### config.mk
export PLATFORM = sky130hd
export DESIGN_NAME = multicycle_control_unit
export DESIGN_NICKNAME = d
export VERILOG_FILES = /design/src/rtl/multicycle_control_unit.sv
export SDC_FILE = /design/constraint.sdc
export NUM_CORES = 1
export LEC_CHECK = 0
export BUFFER_PORTS_ARGS = -buffer_cell sky130_fd_sc_hd__buf_4
export CAP_MARGIN = 20
export CORE_AREA = 2 2 39 41
export CTS_CLUSTER_DIAMETER = 200
export DETAILED_ROUTE_END_ITERATION = 10
export DIE_AREA = 0 0 41 43
export PLACE_DENSITY = 0.77
export SLEW_MARGIN = 10
export SYNTH_ARGS = -nofsm -noshare
export SYNTH_HDL_FRONTEND = slang
export SYNTH_SLANG_ARGS = --single-unit
### constraint.sdc
create_clock -name clk -period 2.6 [get_ports clk]
set_input_delay 0.39 -clock clk [delete_from_list [all_inputs] [get_ports clk]]
set_output_delay 0.39 -clock clk [all_outputs]
set_load 0.01 [all_outputs]
### src/rtl/multicycle_control_unit.sv
// Multicycle RV32I control FSM: sequences fetch/decode/execute/memory/writeback
// over a shared memory, stalling memory states on a ready handshake.
//
// state     | meaning
// FETCH     | read instruction at PC, PC <= PC+4 on ready
// DECODE    | read registers, ALUOut <= OldPC + imm (branch/jump target)
// MEMADR    | ALUOut <= rs1 + imm
// MEMREAD   | load from ALUOut, wait for ready
// MEMWB     | write loaded data to rd
// MEMWRITE  | store to ALUOut, strobe held until ready
// EXECR     | R-type ALU op on rs1, rs2
// EXECI     | I-type ALU op on rs1, imm
// ALUWB     | write ALUOut to rd
// BEQ       | compare rs1/rs2, branch to ALUOut if zero
// JAL       | PC <= ALUOut, ALUOut <= OldPC+4
// ILLEGAL   | halted on unsupported opcode until reset
module multicycle_control_unit #(
  parameter int ALUC_W   = 3,
  parameter int EN_SHIFT = 0,
  parameter int MEM_WAIT = 1
) (
  input  logic              clk,
  input  logic              reset,
  input  logic [6:0]        op,
  input  logic [2:0]        funct3,
  input  logic              funct7b5,
  input  logic              zero,
  input  logic              mem_ready,
  output logic              PCWrite,
  output logic              AdrSrc,
  output logic              MemWrite,
  output logic              IRWrite,
  output logic [1:0]        ResultSrc,
  output logic [1:0]        ALUSrcA,
  output logic [1:0]        ALUSrcB,
  output logic [1:0]        ImmSrc,
  output logic              RegWrite,
  output logic [ALUC_W-1:0] ALUControl,
  output logic              instr_done,
  output logic              illegal
);

  localparam logic [3:0] S_FETCH    = 4'd0;
  localparam logic [3:0] S_DECODE   = 4'd1;
  localparam logic [3:0] S_MEMADR   = 4'd2;
  localparam logic [3:0] S_MEMREAD  = 4'd3;
  localparam logic [3:0] S_MEMWB    = 4'd4;
  localparam logic [3:0] S_MEMWRITE = 4'd5;
  localparam logic [3:0] S_EXECR    = 4'd6;
  localparam logic [3:0] S_EXECI    = 4'd7;
  localparam logic [3:0] S_ALUWB    = 4'd8;
  localparam logic [3:0] S_BEQ      = 4'd9;
  localparam logic [3:0] S_JAL      = 4'd10;
  localparam logic [3:0] S_ILLEGAL  = 4'd11;

  localparam logic [6:0] OP_LW  = 7'b0000011;
  localparam logic [6:0] OP_SW  = 7'b0100011;
  localparam logic [6:0] OP_R   = 7'b0110011;
  localparam logic [6:0] OP_I   = 7'b0010011;
  localparam logic [6:0] OP_BEQ = 7'b1100011;
  localparam logic [6:0] OP_JAL = 7'b1101111;

  localparam logic [3:0] ALU_ADD = 4'd0;
  localparam logic [3:0] ALU_SUB = 4'd1;
  localparam logic [3:0] ALU_AND = 4'd2;
  localparam logic [3:0] ALU_OR  = 4'd3;
  localparam logic [3:0] ALU_XOR = 4'd4;
  localparam logic [3:0] ALU_SLT = 4'd5;
  localparam logic [3:0] ALU_SLL = 4'd6;
  localparam logic [3:0] ALU_SRL = 4'd7;
  localparam logic [3:0] ALU_SRA = 4'd8;

  logic [3:0] state, state_nxt;
  logic [3:0] funct_code, alu_code;
  logic       ready;
  logic       pcw, memw, irw, regw, done;

  assign ready = (MEM_WAIT == 0) ? 1'b1 : mem_ready;

  always_ff @(posedge clk or posedge reset) begin
    if (reset) state <= S_FETCH;
    else       state <= state_nxt;
  end

  always_comb begin
    state_nxt = state;
    case (state)
      S_FETCH:    if (ready) state_nxt = S_DECODE;
      S_DECODE: begin
        case (op)
          OP_LW, OP_SW: state_nxt = S_MEMADR;
          OP_R:         state_nxt = S_EXECR;
          OP_I:         state_nxt = S_EXECI;
          OP_BEQ:       state_nxt = S_BEQ;
          OP_JAL:       state_nxt = S_JAL;
          default:      state_nxt = S_ILLEGAL;
        endcase
      end
      S_MEMADR:   state_nxt = (op == OP_LW) ? S_MEMREAD : S_MEMWRITE;
      S_MEMREAD:  if (ready) state_nxt = S_MEMWB;
      S_MEMWB:    state_nxt = S_FETCH;
      S_MEMWRITE: if (ready) state_nxt = S_FETCH;
      S_EXECR:    state_nxt = S_ALUWB;
      S_EXECI:    state_nxt = S_ALUWB;
      S_JAL:      state_nxt = S_ALUWB;
      S_ALUWB:    state_nxt = S_FETCH;
      S_BEQ:      state_nxt = S_FETCH;
      S_ILLEGAL:  state_nxt = S_ILLEGAL;
      default:    state_nxt = S_FETCH;
    endcase
  end

  // funct7b5 only selects sub for R-type; addi with instr[30]=1 stays add
  always_comb begin
    funct_code = ALU_ADD;
    case (funct3)
      3'b000:  funct_code = (op[5] & funct7b5) ? ALU_SUB : ALU_ADD;
      3'b111:  funct_code = ALU_AND;
      3'b110:  funct_code = ALU_OR;
      3'b100:  funct_code = ALU_XOR;
      3'b010:  funct_code = ALU_SLT;
      3'b001:  if (EN_SHIFT != 0) funct_code = ALU_SLL;
      3'b101:  if (EN_SHIFT != 0) funct_code = funct7b5 ? ALU_SRA : ALU_SRL;
      default: funct_code = ALU_ADD;
    endcase
  end

  always_comb begin
    pcw       = 1'b0;
    memw      = 1'b0;
    irw       = 1'b0;
    regw      = 1'b0;
    done      = 1'b0;
    illegal   = 1'b0;
    AdrSrc    = 1'b0;
    ResultSrc = 2'b00;
    ALUSrcA   = 2'b00;
    ALUSrcB   = 2'b00;
    alu_code  = ALU_ADD;
    case (state)
      S_FETCH: begin
        ALUSrcB   = 2'b10;
        ResultSrc = 2'b10;
        irw       = ready;
        pcw       = ready;
      end
      S_DECODE: begin
        ALUSrcA = 2'b01;
        ALUSrcB = 2'b01;
      end
      S_MEMADR: begin
        ALUSrcA = 2'b10;
        ALUSrcB = 2'b01;
      end
      S_MEMREAD:  AdrSrc = 1'b1;
      S_MEMWB: begin
        ResultSrc = 2'b01;
        regw      = 1'b1;
        done      = 1'b1;
      end
      S_MEMWRITE: begin
        AdrSrc = 1'b1;
        memw   = 1'b1;
        done   = ready;
      end
      S_EXECR: begin
        ALUSrcA  = 2'b10;
        alu_code = funct_code;
      end
      S_EXECI: begin
        ALUSrcA  = 2'b10;
        ALUSrcB  = 2'b01;
        alu_code = funct_code;
      end
      S_ALUWB: begin
        regw = 1'b1;
        done = 1'b1;
      end
      S_BEQ: begin
        ALUSrcA  = 2'b10;
        alu_code = ALU_SUB;
        pcw      = zero;
        done     = 1'b1;
      end
      S_JAL: begin
        ALUSrcA = 2'b01;
        ALUSrcB = 2'b10;
        pcw     = 1'b1;
      end
      S_ILLEGAL:  illegal = 1'b1;
      default:    illegal = 1'b0;
    endcase
  end

  always_comb begin
    case (op)
      OP_SW:   ImmSrc = 2'b01;
      OP_BEQ:  ImmSrc = 2'b10;
      OP_JAL:  ImmSrc = 2'b11;
      default: ImmSrc = 2'b00;
    endcase
  end

  // Reset is asynchronous, so strobes are also masked combinationally while it is held
  assign PCWrite    = pcw  & ~reset;
  assign IRWrite    = irw  & ~reset;
  assign MemWrite   = memw & ~reset;
  assign RegWrite   = regw & ~reset;
  assign instr_done = done & ~reset;
  assign ALUControl = ALUC_W'(alu_code);

endmodule

==> results.tsv <==
metric	value	unit
max_cap viols	0	
Gate Count Post-Synth	88	
area share of the largest cell type after synthesis	16.9	%
slew margin rel.	67.7	%
Req. time, crit path	2.21	ns
io pins	33	
maximum clock rate	478	MHz
post-CTS repair timing setup buffer count	0	
status	complete, no violations	
CTS H-tree depth	1	
worst vdd ir	0.395	mV
PD cells	959	mW/mm²
average vias per placed instance	5.72	
total number of vias	766	
Hold Crit Class	in -> async	
Routed Antenna Nets	0	
Clock Path Buffers	2	
Area contributors post-synth	dfrtp_1 17%, nor2_1 7.0%, nand2_1 6.3%, o21ai_0 5.9%, a21oi_1 3.4%	
Hold Slack	0.0862	ns
area growth from synthesis to layout	43.1	%
layout cells sized above 1	33.9	%
clk_lat worst skew	0.23	ns
largest net degree at the start of global routing	17	
vias in the first global route	644	
Port Buffers	32	
# rows	14	
DRT iter0 DRCs	21	
# clock sinks	4	
WS Path Type	reg -> out	
RR Endpoint	state[3]$_DFFE_PP0P_	
largest area contributor in the synthesized netlist	dfrtp_1	
Ant. Diodes	0	
Arr. time, crit path	1.70	ns
Top reg by flops	state	
CP startpoint kind	flip-flop	
first-pass GRT wire length	2620	µm
critical path capture point type	output pin	
clock root cell	clkbuf_4	
Worst-path clk slew	0.04	ns
Place WS	0.771	ns
final worst slack	0.507	ns
initial core utilization	42.8	%
TritonCTS buffer count	3	
fin. max-slew vios	0	
Net Count, Synth	103	
worst slew pin tran	0.485	ns
Yosys Warn Count	0	
unrepaired setup endpoints after global routing	no	
Die Ht	43	µm
TritonCTS clock tree	yes	
Worst Reg2Reg Path Length in Cells	4	
Routed wire per std cell	12.1	µm
total track usage	20.9	%
total grt overflow	0	
Setup TNS	0	ns
Post-synth top cells	11 x nor2_1, 10 x nand2_1, 7 x o21ai_0	
Die X	41	µm
Post-Syn Area	592	µm²
Resize count post-CTS	0	
Final Hold Viols	0	
Mean Syn Cell Area	6.73	µm²
Largest regs	state x4	
top-count cell post-synth	nor2_1	
Worst Clk Skew	0.00273	ns
Async SR Flop Fraction	100	%
Post-Route WL	1620	µm
Post-DP HPWL	1270	µm
Post-synth EDFFs	0	
Synth Flop Type	dfrtp_1	
drt pass-1 iters	4	
post-synth cell types	38	
crit path time final	2.09	ns
GP Congestion	0.835	
Setup violations, final	0	
drt drc	0	
utilization after layout	61.2	%
die area	0.00176	mm²
Power Total	812	µW
FF+latch count, synth	4	
largest fanout on the critical path	13	
P_leak	0.390	nW
# hold bufs at CTS	0	
Seq/Total Area, Yosys	16.9	%
max reg flops	4	
# nets final	135	
Core ar.	0.00138	mm²
period utilization	80.5	%
Reg2Reg Setup Slack	1.05	ns
FF-to-FF Start	state[2]$_DFFE_PP0P_	
antenna violations before repair	0	
## metrics by stage
step / std cells / cell area, µm²
6_report: 134 / 847
4_1_cts: 134 / 847
2_1_floorplan: 88 / 592
5_1_grt: 134 / 847
3_3_place_gp: 131 / 825
3_5_place_dp: 131 / 825
## area by class of cell
class / instances / area, µm²
sequential: 4 / 100
multi-input combinational: 74 / 445
tap: 16 / 20.0
clock buffer: 3 / 22.5
timing repair buffer: 32 / 240
fill: 139 / 537
inverter: 5 / 18.8
## worst max path at each step
stage / from / end / slack, ns / depth (start not counted)
after floorplan: state[3]$_DFFE_PP0P_ / MemWrite / 1.02 / 3
after global placement: state[3]$_DFFE_PP0P_ / ALUControl[0] / 0.80 / 5
after detailed placement: state[3]$_DFFE_PP0P_ / ALUControl[0] / 0.77 / 5
after CTS: state[3]$_DFFE_PP0P_ / ALUControl[0] / 0.52 / 5
after global routing: state[1]$_DFFE_PP0P_ / ALUControl[0] / 0.35 / 5
final: state[3]$_DFFE_PP0P_ / ALUControl[0] / 0.51 / 5
## critical path, stage by stage (launching register included)
cell and delay [ns]:
dfrtp_1 0.51, and2b_1 0.30, nand2_1 0.09, or3_1 0.36, o21ai_0 0.07, buf_4 0.14
## routing by layer
| layer | share of wire (%) | global-route usage [%] | vias to the layer above |
|---|---|---|---|
| met5 | 0 | 0 | - |
| met4 | 0 | 6.00 | 0 |
| met3 | 5.8 | 1.57 | 0 |
| met2 | 51 | 35.9 | 31 |
| met1 | 44 | 26.1 | 351 |
| li1 | - | - | 384 |
## logic make-up (layout without fill, tap and decap cells)
| logic type | count (synthesis) | after routing | share of synthesized area, % |
|---|---|---|---|
| compound gates | 25 | 25 | 28.1 |
| xor+xnor | 2 | 2 | 2.96 |
| buf+inv | 10 | 40 | 7.82 |
| flops | 4 | 4 | 16.9 |
| mux | 1 | 1 | 1.90 |
| simple gates | 46 | 46 | 42.3 |
## report_power, final
part	switching, mW	internal (mW)	total (mW)
clock	0.0260	0.0517	0.0777
combinational	0.270	0.275	0.545
sequential	0.0994	0.0899	0.189
## layout by cell type (no fill, tap or decap), types with 3 or more instances in the layout
cell	instances
inv_1	5
a21oi_1	4
dfrtp_1	4
nor2_1	11
nand2b_1	3
o21ai_0	7
and3_1	3
buf_4	32
nand2_1	10
clkbuf_4	3
Power figures use the tool's default switching activity.
